$ cat config.mk
export PLATFORM = sky130hd
export DESIGN_NAME = sme_job_sequencer_flat
export DESIGN_NICKNAME = d
export VERILOG_FILES = /design/src/rtl/sme_job_sequencer_if.sv /design/src/rtl/sme_job_sequencer.sv /design/src/flat_wrapper.sv
export SDC_FILE = /design/constraint.sdc
export NUM_CORES = 1
export LEC_CHECK = 0
export CORE_MARGIN = 5
export CORE_UTILIZATION = 50
export DETAILED_ROUTE_END_ITERATION = 12
export PLACE_DENSITY = 0.73
export SYNTH_ARGS = -nofsm -noshare
export SYNTH_HDL_FRONTEND = slang
export SYNTH_SLANG_ARGS = --single-unit
$ cat constraint.sdc
create_clock -name clk -period 17.6 [get_ports clk]
set_input_delay 2.64 -clock clk [delete_from_list [all_inputs] [get_ports clk]]
set_output_delay 2.64 -clock clk [all_outputs]
set_load 0.005 [all_outputs]
$ cat src/rtl/sme_job_sequencer_if.sv
// rtl/sme_job_sequencer_if.sv - host load/result and SME engine signals of the job sequencer
interface sme_job_sequencer_if #(
    parameter int MAX_STR = 32,
    parameter int NUM_PAT = 4
) ();
    localparam int PW = $clog2(NUM_PAT);
    localparam int IW = $clog2(MAX_STR);

    logic          wr_en;
    logic          wr_sel;
    logic [7:0]    wr_char;
    logic          wr_last;
    logic          start;
    logic          busy;
    logic          ovf;
    logic          res_valid;
    logic [PW-1:0] res_pat_id;
    logic          res_match;
    logic [IW-1:0] res_index;
    logic          res_timeout;
    logic          done;
    logic [7:0]    eng_chardata;
    logic          eng_isstring;
    logic          eng_ispattern;
    logic          eng_valid;
    logic          eng_match;
    logic [IW-1:0] eng_match_index;

    modport slave (
        input  wr_en, wr_sel, wr_char, wr_last, start,
        input  eng_valid, eng_match, eng_match_index,
        output busy, ovf, res_valid, res_pat_id, res_match, res_index, res_timeout, done,
        output eng_chardata, eng_isstring, eng_ispattern
    );

    modport master (
        output wr_en, wr_sel, wr_char, wr_last, start,
        output eng_valid, eng_match, eng_match_index,
        input  busy, ovf, res_valid, res_pat_id, res_match, res_index, res_timeout, done,
        input  eng_chardata, eng_isstring, eng_ispattern
    );
endinterface

$ cat src/rtl/sme_job_sequencer.sv
// rtl/sme_job_sequencer.sv - batch sequencer replaying one string and N patterns into an SME engine
// Optional engine-response watchdog enabled by defining SEQ_TIMEOUT_EN.
module sme_job_sequencer #(
    parameter int MAX_STR = 32,
    parameter int MAX_PAT = 8,
    parameter int NUM_PAT = 4,
    parameter int TIMEOUT = 64
) (
    input  logic               clk,
    input  logic               reset,
    sme_job_sequencer_if.slave bus
);
    localparam int SW = $clog2(MAX_STR + 1);
    localparam int CW = $clog2(MAX_STR);
    localparam int XW = $clog2(MAX_PAT);
    localparam int LW = $clog2(MAX_PAT + 1);
    localparam int NW = $clog2(NUM_PAT + 1);
    localparam int PW = $clog2(NUM_PAT);

    localparam logic [2:0] S_LOAD = 3'd0;
    localparam logic [2:0] S_STR  = 3'd1;
    localparam logic [2:0] S_PAT  = 3'd2;
    localparam logic [2:0] S_WAIT = 3'd3;
    localparam logic [2:0] S_EMIT = 3'd4;
    localparam logic [2:0] S_DONE = 3'd5;

    logic [2:0]    state_q, state_d;
    logic [CW-1:0] cnt_q, cnt_d;
    logic [PW-1:0] pat_q, pat_d;
    logic [NW-1:0] num_pat_q, num_pat_d;
    logic [SW-1:0] str_len_q, str_len_d;
    logic [NW-1:0] pat_cnt_q, pat_cnt_d;
    logic [LW-1:0] plen_q [NUM_PAT];
    logic [LW-1:0] plen_d [NUM_PAT];
    logic [7:0]    str_mem_q [MAX_STR];
    logic [7:0]    str_mem_d [MAX_STR];
    logic [7:0]    pat_mem_q [NUM_PAT][MAX_PAT];
    logic [7:0]    pat_mem_d [NUM_PAT][MAX_PAT];
    logic          ovf_q, ovf_d;
    logic          match_q, match_d;
    logic [CW-1:0] index_q, index_d;
    logic [7:0]    eng_chardata_q, eng_chardata_d;
    logic          eng_isstring_q, eng_isstring_d;
    logic          eng_ispattern_q, eng_ispattern_d;
    logic [PW-1:0] wslot;
    logic          open_slot;
    logic [NW-1:0] total_pat;
    logic          timed_out;
    logic          res_valid;

`ifdef SEQ_TIMEOUT_EN
    localparam int TW = $clog2(TIMEOUT + 1);
    logic [TW-1:0] wait_cnt_q, wait_cnt_d;
    logic          tmo_q, tmo_d;
    assign timed_out = tmo_q;
`else
    assign timed_out = 1'b0;
`endif

    always_comb begin
        state_d   = state_q;
        cnt_d     = cnt_q;
        pat_d     = pat_q;
        num_pat_d = num_pat_q;
        str_len_d = str_len_q;
        pat_cnt_d = pat_cnt_q;
        plen_d    = plen_q;
        str_mem_d = str_mem_q;
        pat_mem_d = pat_mem_q;
        ovf_d     = ovf_q;
        match_d   = match_q;
        index_d   = index_q;
        wslot     = pat_cnt_q[PW-1:0];
        open_slot = 1'b0;
        total_pat = '0;
`ifdef SEQ_TIMEOUT_EN
        tmo_d      = tmo_q;
        wait_cnt_d = (state_q == S_WAIT) ? wait_cnt_q + TW'(1) : '0;
`endif
        case (state_q)
            S_LOAD: begin
                if (bus.wr_en) begin
                    if (!bus.wr_sel) begin
                        if (str_len_q == SW'(MAX_STR)) begin
                            ovf_d = 1'b1;
                        end else begin
                            str_mem_d[str_len_q[CW-1:0]] = bus.wr_char;
                            str_len_d = str_len_q + SW'(1);
                        end
                    end else if (pat_cnt_q == NW'(NUM_PAT)) begin
                        ovf_d = 1'b1;
                    end else begin
                        if (plen_q[wslot] == LW'(MAX_PAT)) begin
                            ovf_d = 1'b1;
                        end else begin
                            pat_mem_d[wslot][plen_q[wslot][XW-1:0]] = bus.wr_char;
                            plen_d[wslot] = plen_q[wslot] + LW'(1);
                        end
                        if (bus.wr_last) pat_cnt_d = pat_cnt_q + NW'(1);
                    end
                end
                // start sees the buffers as updated by a same-cycle write
                open_slot = (pat_cnt_d < NW'(NUM_PAT)) && (plen_d[pat_cnt_d[PW-1:0]] != '0);
                total_pat = pat_cnt_d + NW'(open_slot);
                if (bus.start && str_len_d != '0 && total_pat != '0) begin
                    state_d   = S_STR;
                    cnt_d     = '0;
                    num_pat_d = total_pat;
                end
            end
            S_STR: begin
                if (SW'(cnt_q) + SW'(1) == str_len_q) begin
                    state_d = S_PAT;
                    pat_d   = '0;
                    cnt_d   = '0;
                end else begin
                    cnt_d = cnt_q + CW'(1);
                end
            end
            S_PAT: begin
                if (LW'(cnt_q) + LW'(1) == plen_q[pat_q]) begin
                    state_d = S_WAIT;
                    cnt_d   = '0;
                end else begin
                    cnt_d = cnt_q + CW'(1);
                end
            end
            S_WAIT: begin
                if (bus.eng_valid) begin
                    match_d = bus.eng_match;
                    index_d = bus.eng_match ? bus.eng_match_index : '0;
                    state_d = S_EMIT;
`ifdef SEQ_TIMEOUT_EN
                    tmo_d   = 1'b0;
                end else if (wait_cnt_q == TW'(TIMEOUT - 1)) begin
                    match_d = 1'b0;
                    index_d = '0;
                    tmo_d   = 1'b1;
                    state_d = S_EMIT;
`endif
                end
            end
            S_EMIT: begin
                // a timed-out engine is in an unknown state, so the rest of the batch is dropped
                if (timed_out || NW'(pat_q) + NW'(1) == num_pat_q) begin
                    state_d = S_DONE;
                end else begin
                    pat_d   = pat_q + PW'(1);
                    cnt_d   = '0;
                    state_d = S_PAT;
                end
            end
            S_DONE: begin
                state_d   = S_LOAD;
                ovf_d     = 1'b0;
                str_len_d = '0;
                pat_cnt_d = '0;
                plen_d    = '{default: '0};
            end
            default: state_d = S_LOAD;
        endcase

        eng_isstring_d  = (state_d == S_STR);
        eng_ispattern_d = (state_d == S_PAT);
        eng_chardata_d  = 8'd0;
        if (eng_isstring_d) begin
            eng_chardata_d = str_mem_d[cnt_d];
        end else if (eng_ispattern_d) begin
            eng_chardata_d = pat_mem_d[pat_d][cnt_d[XW-1:0]];
        end
    end

    always_ff @(posedge clk) begin
        if (reset) begin
            state_q         <= S_LOAD;
            cnt_q           <= '0;
            pat_q           <= '0;
            num_pat_q       <= '0;
            str_len_q       <= '0;
            pat_cnt_q       <= '0;
            plen_q          <= '{default: '0};
            ovf_q           <= 1'b0;
            match_q         <= 1'b0;
            index_q         <= '0;
            eng_chardata_q  <= 8'd0;
            eng_isstring_q  <= 1'b0;
            eng_ispattern_q <= 1'b0;
`ifdef SEQ_TIMEOUT_EN
            wait_cnt_q      <= '0;
            tmo_q           <= 1'b0;
`endif
        end else begin
            state_q         <= state_d;
            cnt_q           <= cnt_d;
            pat_q           <= pat_d;
            num_pat_q       <= num_pat_d;
            str_len_q       <= str_len_d;
            pat_cnt_q       <= pat_cnt_d;
            plen_q          <= plen_d;
            ovf_q           <= ovf_d;
            match_q         <= match_d;
            index_q         <= index_d;
            eng_chardata_q  <= eng_chardata_d;
            eng_isstring_q  <= eng_isstring_d;
            eng_ispattern_q <= eng_ispattern_d;
`ifdef SEQ_TIMEOUT_EN
            wait_cnt_q      <= wait_cnt_d;
            tmo_q           <= tmo_d;
`endif
        end
        str_mem_q <= str_mem_d;
        pat_mem_q <= pat_mem_d;
    end

    assign res_valid         = (state_q == S_EMIT);
    assign bus.res_valid     = res_valid;
    assign bus.res_pat_id    = res_valid ? pat_q : '0;
    assign bus.res_match     = res_valid & match_q;
    assign bus.res_index     = res_valid ? index_q : '0;
    assign bus.res_timeout   = res_valid & timed_out;
    assign bus.busy          = (state_q != S_LOAD) && (state_q != S_DONE);
    assign bus.done          = (state_q == S_DONE);
    assign bus.ovf           = ovf_q;
    assign bus.eng_chardata  = eng_chardata_q;
    assign bus.eng_isstring  = eng_isstring_q;
    assign bus.eng_ispattern = eng_ispattern_q;
endmodule
$ cat src/flat_wrapper.sv
// flat-port wrapper written by rule: the top's interface ports become plain ports
module sme_job_sequencer_flat 
#(
    parameter int MAX_STR = 32,
    parameter int MAX_PAT = 8,
    parameter int NUM_PAT = 4,
    parameter int TIMEOUT = 64
)
  (clk, reset, bus_wr_en, bus_wr_sel, bus_wr_char, bus_wr_last, bus_start, bus_eng_valid, bus_eng_match, bus_eng_match_index, bus_busy, bus_ovf, bus_res_valid, bus_res_pat_id, bus_res_match, bus_res_index, bus_res_timeout, bus_done, bus_eng_chardata, bus_eng_isstring, bus_eng_ispattern);
  sme_job_sequencer_if #(.MAX_STR(MAX_STR), .NUM_PAT(NUM_PAT)) bus_i ();
  input  logic clk;
  input  logic reset;
  input wire logic [$bits(bus_i.wr_en)-1:0] bus_wr_en;
  input wire logic [$bits(bus_i.wr_sel)-1:0] bus_wr_sel;
  input wire logic [$bits(bus_i.wr_char)-1:0] bus_wr_char;
  input wire logic [$bits(bus_i.wr_last)-1:0] bus_wr_last;
  input wire logic [$bits(bus_i.start)-1:0] bus_start;
  input wire logic [$bits(bus_i.eng_valid)-1:0] bus_eng_valid;
  input wire logic [$bits(bus_i.eng_match)-1:0] bus_eng_match;
  input wire logic [$bits(bus_i.eng_match_index)-1:0] bus_eng_match_index;
  output wire logic [$bits(bus_i.busy)-1:0] bus_busy;
  output wire logic [$bits(bus_i.ovf)-1:0] bus_ovf;
  output wire logic [$bits(bus_i.res_valid)-1:0] bus_res_valid;
  output wire logic [$bits(bus_i.res_pat_id)-1:0] bus_res_pat_id;
  output wire logic [$bits(bus_i.res_match)-1:0] bus_res_match;
  output wire logic [$bits(bus_i.res_index)-1:0] bus_res_index;
  output wire logic [$bits(bus_i.res_timeout)-1:0] bus_res_timeout;
  output wire logic [$bits(bus_i.done)-1:0] bus_done;
  output wire logic [$bits(bus_i.eng_chardata)-1:0] bus_eng_chardata;
  output wire logic [$bits(bus_i.eng_isstring)-1:0] bus_eng_isstring;
  output wire logic [$bits(bus_i.eng_ispattern)-1:0] bus_eng_ispattern;
  assign bus_i.wr_en = bus_wr_en;
  assign bus_i.wr_sel = bus_wr_sel;
  assign bus_i.wr_char = bus_wr_char;
  assign bus_i.wr_last = bus_wr_last;
  assign bus_i.start = bus_start;
  assign bus_i.eng_valid = bus_eng_valid;
  assign bus_i.eng_match = bus_eng_match;
  assign bus_i.eng_match_index = bus_eng_match_index;
  assign bus_busy = bus_i.busy;
  assign bus_ovf = bus_i.ovf;
  assign bus_res_valid = bus_i.res_valid;
  assign bus_res_pat_id = bus_i.res_pat_id;
  assign bus_res_match = bus_i.res_match;
  assign bus_res_index = bus_i.res_index;
  assign bus_res_timeout = bus_i.res_timeout;
  assign bus_done = bus_i.done;
  assign bus_eng_chardata = bus_i.eng_chardata;
  assign bus_eng_isstring = bus_i.eng_isstring;
  assign bus_eng_ispattern = bus_i.eng_ispattern;
  sme_job_sequencer #(.MAX_STR(MAX_STR), .MAX_PAT(MAX_PAT), .NUM_PAT(NUM_PAT), .TIMEOUT(TIMEOUT)) u_core (.clk(clk), .reset(reset), .bus(bus_i));
endmodule
==> impl_results.md, run 1 <==
* Die X at 240 um
* Largest net degree at the start of global routing at 89
* Avg WL per Cell at 22.2 um
* Later-pin clock latency in the skew report at 620 ps
* Placed cell count at 3,512
* Area growth, synth to finish at 8.22%
* Pwr dens at 105 nW/um^2
* Syn_nets at 3,031
* Final min period at 9650 ps
* WP data arrival at 10,120 ps
* Final period util at 54.9%
* WHS at 444 ps
* Total GRT Usage at 27.0%
* Slowest CP cell: buf_4
* Placeable Area at 52,400 um^2
* WL final at 80,300 um
* First-pass GRT wire length at 125,000 um
* I/O Buffers at 42
* Non-filler cells, final at 3,614
* Post-DP Area at 26,700 um^2
* Num rows at 84
* Total power at 3.01 mW
* Post-CTS setup buffers at 0
* Ratio of cells with drive above 1 in the final layout at 14.8%
* Top cell type's share of synthesized area at 43.0%
* Vias per std cell at 6.30
* Die H at 240 um
* Final hold vios at 0
* Synth unique cells at 98
* Synth area leader: dfxtp_1
* Seq cells post-synth at 567
* H-tree depth at 2
* Sequential share of the synthesized area at 43.0%
* Die ar. at 57,500 um^2
* Tightest Pin Transition at 1390 ps
* Final setup viols at 0
* DRT Pass-1 Iters at 6
* FMAX at 104 MHz
* IO Pins at 44
* Rel. slew slack at 7.21%
* Post-Synthesis Cells at 2,996
* Crit-path cells: clkdlybuf4s50_1 -> a21boi_1 -> nand3_1 -> a21oi_1 -> o21ai_0 -> o21ai_0 -> o211a_1 -> nor3_1 -> ha_1 -> ha_1 -> nor2_1 -> o2111ai_1 -> o21a_1 -> o2111a_1 -> o21ai_2 -> buf_4 -> nand2_4 -> buf_4 -> mux2_2 -> mux2i_1 -> mux2_2 -> a221oi_1 -> o211ai_1
* Endpoint type of the worst setup path: flip-flop
* Leading cell type in the layout, fill and taps excluded: dfxtp_1
* Main synth FF type: dfxtp_1
* DRT iter0 DRCs at 2,600
* Status: completed
* Initial Util at 50.3%
* Critical Path Fanout Max at 86
* Synth Cell Area at 26,400 um^2
* Num CTS Buffers at 58
* Yosys Warn Count at 0
* Final Skew at 12.4 ps
* RSZ-0062 raised after global routing: no
* Ant. Diodes at 0
* Setup_tns at 0 ps
* Finished layout cell area at 28,600 um^2
* Clock buffer depth at 3
* DR vias at 22,800
* Max-slew violation count at 0
* Mean Syn Cell Area at 8.81 um^2
* Hold-fix buffers at CTS at 0
* Clock Pin Slew Worst Setup and Hold Paths at 60 ps
* DRC at 0
* Worst path max stage delay at 870 ps
* Most frequent cells in the layout: dfxtp_1 (567), nand2_1 (455), o21ai_0 (302)
* Hold Crit Class: flip-flop to flip-flop
* Initial antenna violation count at 0
* Leak Pwr at 10.7 nW
* Clock sink count at 567
* Final nets at 2,919
* Vias in the first global route at 21,900
* Synth async-reset ratio at 0%
* Post-CTS sizing at 0
* Post-synth EDFFs at 0
* Max cap viols at 0
* Routed Antenna Nets at 0
* Req. time, crit path at 18,060 ps
* Grt total ovfl at 0
* Crit Path Class: input port to flip-flop
* Worst VDD drop at 0.0000786 V
* Routability Congestion at 0.969
* Synth area leaders: dfxtp_1 (43%), mux2_2 (11%), nand2_1 (6.5%)
* Clk root buf: clkbuf_16
* TritonCTS clock tree: yes
* Final HPWL DP at 52,700 um
* CP startpoint kind: input port
## registers in the layout (all words and copies together) (netlist names)
register and count:
u_core.bus.eng_chardata 8, u_core.bus.eng_ispattern 1, u_core.bus.eng_isstring 1, u_core.bus.ovf 1, u_core.cnt_q 5, u_core.index_q 5
u_core.match_q 1, u_core.num_pat_q 3, u_core.pat_cnt_q 3, u_core.pat_mem_q 256, u_core.pat_q 2, u_core.plen_q 16
u_core.state_q 3, u_core.str_len_q 6, u_core.str_mem_q 256
## path summary, 6_finish.rpt
kind / start / slack (ps) / cells past startpoint / endpoint
max: bus_wr_sel / 7950 / 23 / u_core.bus.eng_chardata[5]$_SDFF_PP0_
min reg2reg: u_core.str_mem_q[132]$_DFF_P_ / 440 / 2 / u_core.str_mem_q[132]$_DFF_P_
min: u_core.str_mem_q[132]$_DFF_P_ / 440 / 2 / u_core.str_mem_q[132]$_DFF_P_
max reg2reg: u_core.pat_cnt_q[0]$_SDFFE_PP0N_ / 9570 / 24 / u_core.bus.eng_chardata[5]$_SDFF_PP0_
## critical path: cells and delay by family
kind	cells	cell delay [ps]
adders and majority gates	2	510
buffers and inverters	3	1880
and+or+nand+nor	4	1050
AOI/OAI and AO/OA	11	3270
muxes	3	680
## cell usage after synthesis, types with 21 or more instances
cell	instances
mux2i_1	54
a221oi_1	21
nand3_1	64
nand2_1	456
o311ai_0	39
o32ai_1	23
nor3_1	63
or3_1	66
a21oi_1	69
o32a_1	27
clkbuf_1	139
o211ai_1	44
buf_2	67
and2_1	28
mux2_2	260
nor2_1	281
a22oi_1	21
dfxtp_1	567
buf_4	21
inv_1	25
o21ai_0	303
## kinds of logic (layout without fill, tap and decap cells)
kind of cell             count (synthesis)  count (layout)  share of synthesized area, %
buffers and inverters                  277             207                          5.02
multiplexers                           322             322                          13.8
adder cells (fa/ha/maj)                 14              14                         0.664
AO/OA/AOI/OAI                          724             724                          18.4
flip-flops                             567             567                          43.0
XOR/XNOR                                17              17                         0.621
other                                    1               1                        0.0142
AND/OR/NAND/NOR                       1074            1074                          18.5
## cell type report
class | count | area, um^2
clock buffers | 88 | 1690
clock inverters | 14 | 145
inverters | 25 | 93.8
well taps | 688 | 861
flip-flops and latches | 567 | 11400
repair buffers | 80 | 681
multi-input cells | 2152 | 13800
fillers | 4629 | 23900
## where the power goes
group | internal, mW | switching [mW] | total (mW) | leakage [nW]
clock | 0.687 | 0.518 | 1.20 | 0.900
combinational | 0.158 | 0.279 | 0.437 | 5.23
sequential | 1.34 | 0.0237 | 1.37 | 4.58
total | 2.19 | 0.821 | 3.01 | 10.7
## per-layer routing
layer  GRT usage [%]  vias to the layer above  wire, um
li1                -                    10500         -
met5               0                        -         0
met3            5.92                      221      8000
met2            41.6                     1197     35400
met4            11.2                        0      3300
met1            36.8                    10800     33600
## through the flow
stage	util, %	setup WS, ps
final	54.5	7950
after global routing	54.5	7350
after CTS	54.5	8090
after detailed placement	51.0	7440
after global placement	51.0	7570
after floorplan	-	10420
No activity file was read; power rests on OpenSTA's default activity.
==> run 2: changes to the inputs <==
--- a/config.mk
+++ b/config.mk
@@ -8,7 +8,7 @@
 export CORE_MARGIN = 5
 export CORE_UTILIZATION = 50
 export DETAILED_ROUTE_END_ITERATION = 12
-export PLACE_DENSITY = 0.73
+export PLACE_DENSITY = 0.76
 export SYNTH_ARGS = -nofsm -noshare
 export SYNTH_HDL_FRONTEND = slang
 export SYNTH_SLANG_ARGS = --single-unit
==> constraint.sdc (replaced) <==
create_clock -name clk -period 8.3 [get_ports clk]
set_input_delay 1.245 -clock clk [delete_from_list [all_inputs] [get_ports clk]]
set_output_delay 1.245 -clock clk [all_outputs]
set_load 0.005 [all_outputs]
==> run 2 against run 1 <==
Net effect:
- total power rose by 120%
- sequential power rose by 110%
- cell count rose by 0.64%
- register-to-register slack got worse by 8300 ps
- combinational power rose by 120%
- clock power rose by 130%
- die area did not move
- sequential share of layout area fell by 0.57 points
==> impl_results.md, run 2 (synthesis results as in run 1) <==
* FF-to-FF setup slack at 1310 ps (-8260 ps)
* Final hold vios at 0 (unchanged)
* Ratio of cells with drive above 1 in the final layout at 15.6% (+0.83 points)
* Most frequent cells in the layout: dfxtp_1 (567), nand2_1 (455), o21ai_0 (302)
* WP data arrival at 7480 ps (-2640 ps)
* Clk root buf: clkbuf_16
* Setup_tns at 0 ps (unchanged)
* Clock buffer depth at 3 (unchanged)
* Final nets at 2,941 (+0.75%)
* Avg WL per Cell at 23.4 um (+5.2%)
* Num rows at 84 (unchanged)
* CP startpoint kind: flip-flop
* Initial antenna violation count at 2 (+2)
* TritonCTS clock tree: yes
* Filler cell count at 4,499 (-2.8%)
* Die X at 240 um (unchanged)
* Final Skew at 17.9 ps (+5.50 ps)
* First-pass GRT wire length at 130,000 um (+4.5%)
* Req. time, crit path at 8790 ps (-9270 ps)
* Final core occ at 55.3% (+0.79 points)
* Largest net degree at the start of global routing at 77 (-13%)
* Final HPWL DP at 56,500 um (+7.2%)
* Max-slew violation count at 0 (unchanged)
* Crit Path Class: flip-flop to flip-flop
* Initial Util at 50.3% (unchanged)
* Critical Path Fanout Max at 16 (-81%)
* RSZ-0062 raised after global routing: no
* Num CTS Buffers at 58 (unchanged)
* Hold Crit Class: flip-flop to flip-flop
* Routability Congestion at 0.979 (+1.0%)
* IO Pins at 44 (unchanged)
* Clock Power Share at 41.7% (+1.6 points)
* Hold-fix buffers at CTS at 0 (unchanged)
* Tightest Pin Transition at 1280 ps (-102 ps)
* Die ar. at 57,500 um^2 (unchanged)
* Pwr dens at 229 nW/um^2 (+120%)
* Vias per std cell at 6.38 (+1.3%)
* Final setup viols at 0 (unchanged)
* Post-CTS sizing at 0 (unchanged)
* Sw Ratio at 26.9% (-0.35 points)
* Reg power frac at 43.6% (-1.8 points)
* Worst VDD drop at 0.000155 V (+98%)
* Die H at 240 um (unchanged)
* Vias in the first global route at 22,000 (+0.41%)
* Post-DP Area at 27,000 um^2 (+0.88%)
* Post-CTS setup buffers at 0 (unchanged)
* Max cap viols at 0 (unchanged)
* Register area at 11,400 um^2 (unchanged)
* Area growth, synth to finish at 9.80%
* Rel. slew slack at 13.7% (+6.5 points)
* Placeable Area at 52,400 um^2 (unchanged)
* Total power at 6.64 mW (+120%)
* Top Registers: u_core.pat_mem_q (256), u_core.str_mem_q (256), u_core.plen_q (16)
* Ant. Diodes at 0 (unchanged)
* Cell internal pwr at 4.85 mW (+120%)
* Final period util at 84.2%
* Total GRT Usage at 28.5% (+1.5 points)
* H-tree depth at 2 (unchanged)
* Routed Antenna Nets at 0 (unchanged)
* Combinational share of power at 14.7% (+0.2 points)
* Endpoint type of the worst setup path: flip-flop
* WL final at 85,000 um (+5.8%)
* Final min period at 6990 ps
* DRT iter0 DRCs at 2,871 (+10%)
* I/O Buffers at 42 (unchanged)
* FMAX at 143 MHz
* Sw Pwr at 1.79 mW (+120%)
* Clock Pin Slew Worst Setup and Hold Paths at 70 ps (about the same)
* Clock sink count at 567 (unchanged)
* Later-pin clock latency in the skew report at 620 ps (about the same)
* Leak Pwr at 10.9 nW (+1.9%)
* Area of the multi-input gates at 13,800 um^2 (unchanged)
* DR vias at 23,200 (+2.0%)
* Grt total ovfl at 0 (unchanged)
* DRT Pass-1 Iters at 7 (+1)
* Leading cell type in the layout, fill and taps excluded: dfxtp_1
* Status: completed
* Finished layout cell area at 29,000 um^2 (+1.5%)
* DRC at 0 (unchanged)
==> run 2: changes by cell type in the layout (fill, tap and decap cells not counted), moves of 2 or more <==
cell             delta
inv_6               -2
buf_2               -4
clkinv_4            +2
clkdlybuf4s50_1     +4
bufinv_16           +7
clkinvlp_4          +2
buf_12              +4
clkbuf_1            -9
buf_4              +18
==> run 2: stage by stage <==
stage | hold slack, ps | cells | setup slack, ps
floorplan | 410 | 2996 | 2510
global placement | 425 | 3534 | 886
detailed placement | 430 | 3534 | 855
CTS | 446 | 3637 | 1340
global route | 464 | 3637 | 958
finish | 449 | 3637 | 1310
==> run 2: critical path, cell delays in order, from the launching register on <==
cell and delay (ps):
dfxtp_1 650, mux4_2 750, inv_1 140, ha_1 160
nand2_1 70, o2bb2ai_2 340, a21o_1 280, nor2_1 80
a21oi_1 120, nor2_1 50, nor3_1 180, nor3_1 70
ha_1 200, ha_1 310, nor2_1 50, o2111ai_1 120
o21a_1 170, o2111a_1 320, nor2_2 150, a21o_1 370
buf_4 240, nor2_1 900, o21ai_0 360, nor4b_1 270
or4b_1 490
==> run 2: layer usage <==
layer  global-route usage, %  up-vias  share of wire, %
met5                       0        -             0.032
met4                    10.2        4               3.8
met3                    5.45      236               9.4
met2                    44.0     1279                44
met1                    39.9    11100                42
li1                        -    10600                 -
==> run 2: cell type report <==
cell class,instances,area share [%]
Sequential cell,567,39.2
Tap cell,688,2.97
Multi-Input combinational cell,2152,47.4
Inverter,25,0.324
Clock inverter,24,1.28
Timing Repair Buffer,102,3.16
Clock buffer,79,5.66
==> run 2: power by group through the flow <==
stage / logic [mW] / registers [mW] / clock network, mW
finish: 0.975 / 2.90 / 2.77
global route: 1.04 / 2.91 / 2.92
CTS: 0.955 / 2.90 / 2.79
detailed placement: 0.948 / 2.96 / 0
global placement: 0.936 / 2.95 / 0
floorplan: 0.680 / 2.93 / 0
==> run 2: path summary, 6_finish.rpt <==
check / start / endpoint / cells after the start
min reg2reg: u_core.str_mem_q[89]$_DFF_P_ / u_core.str_mem_q[89]$_DFF_P_ / 2
max reg2reg: u_core.pat_cnt_q[0]$_SDFFE_PP0N_ / u_core.bus.eng_chardata[2]$_SDFF_PP0_ / 24
min: u_core.str_mem_q[89]$_DFF_P_ / u_core.str_mem_q[89]$_DFF_P_ / 2
max: u_core.pat_cnt_q[0]$_SDFFE_PP0N_ / u_core.bus.eng_chardata[2]$_SDFF_PP0_ / 24
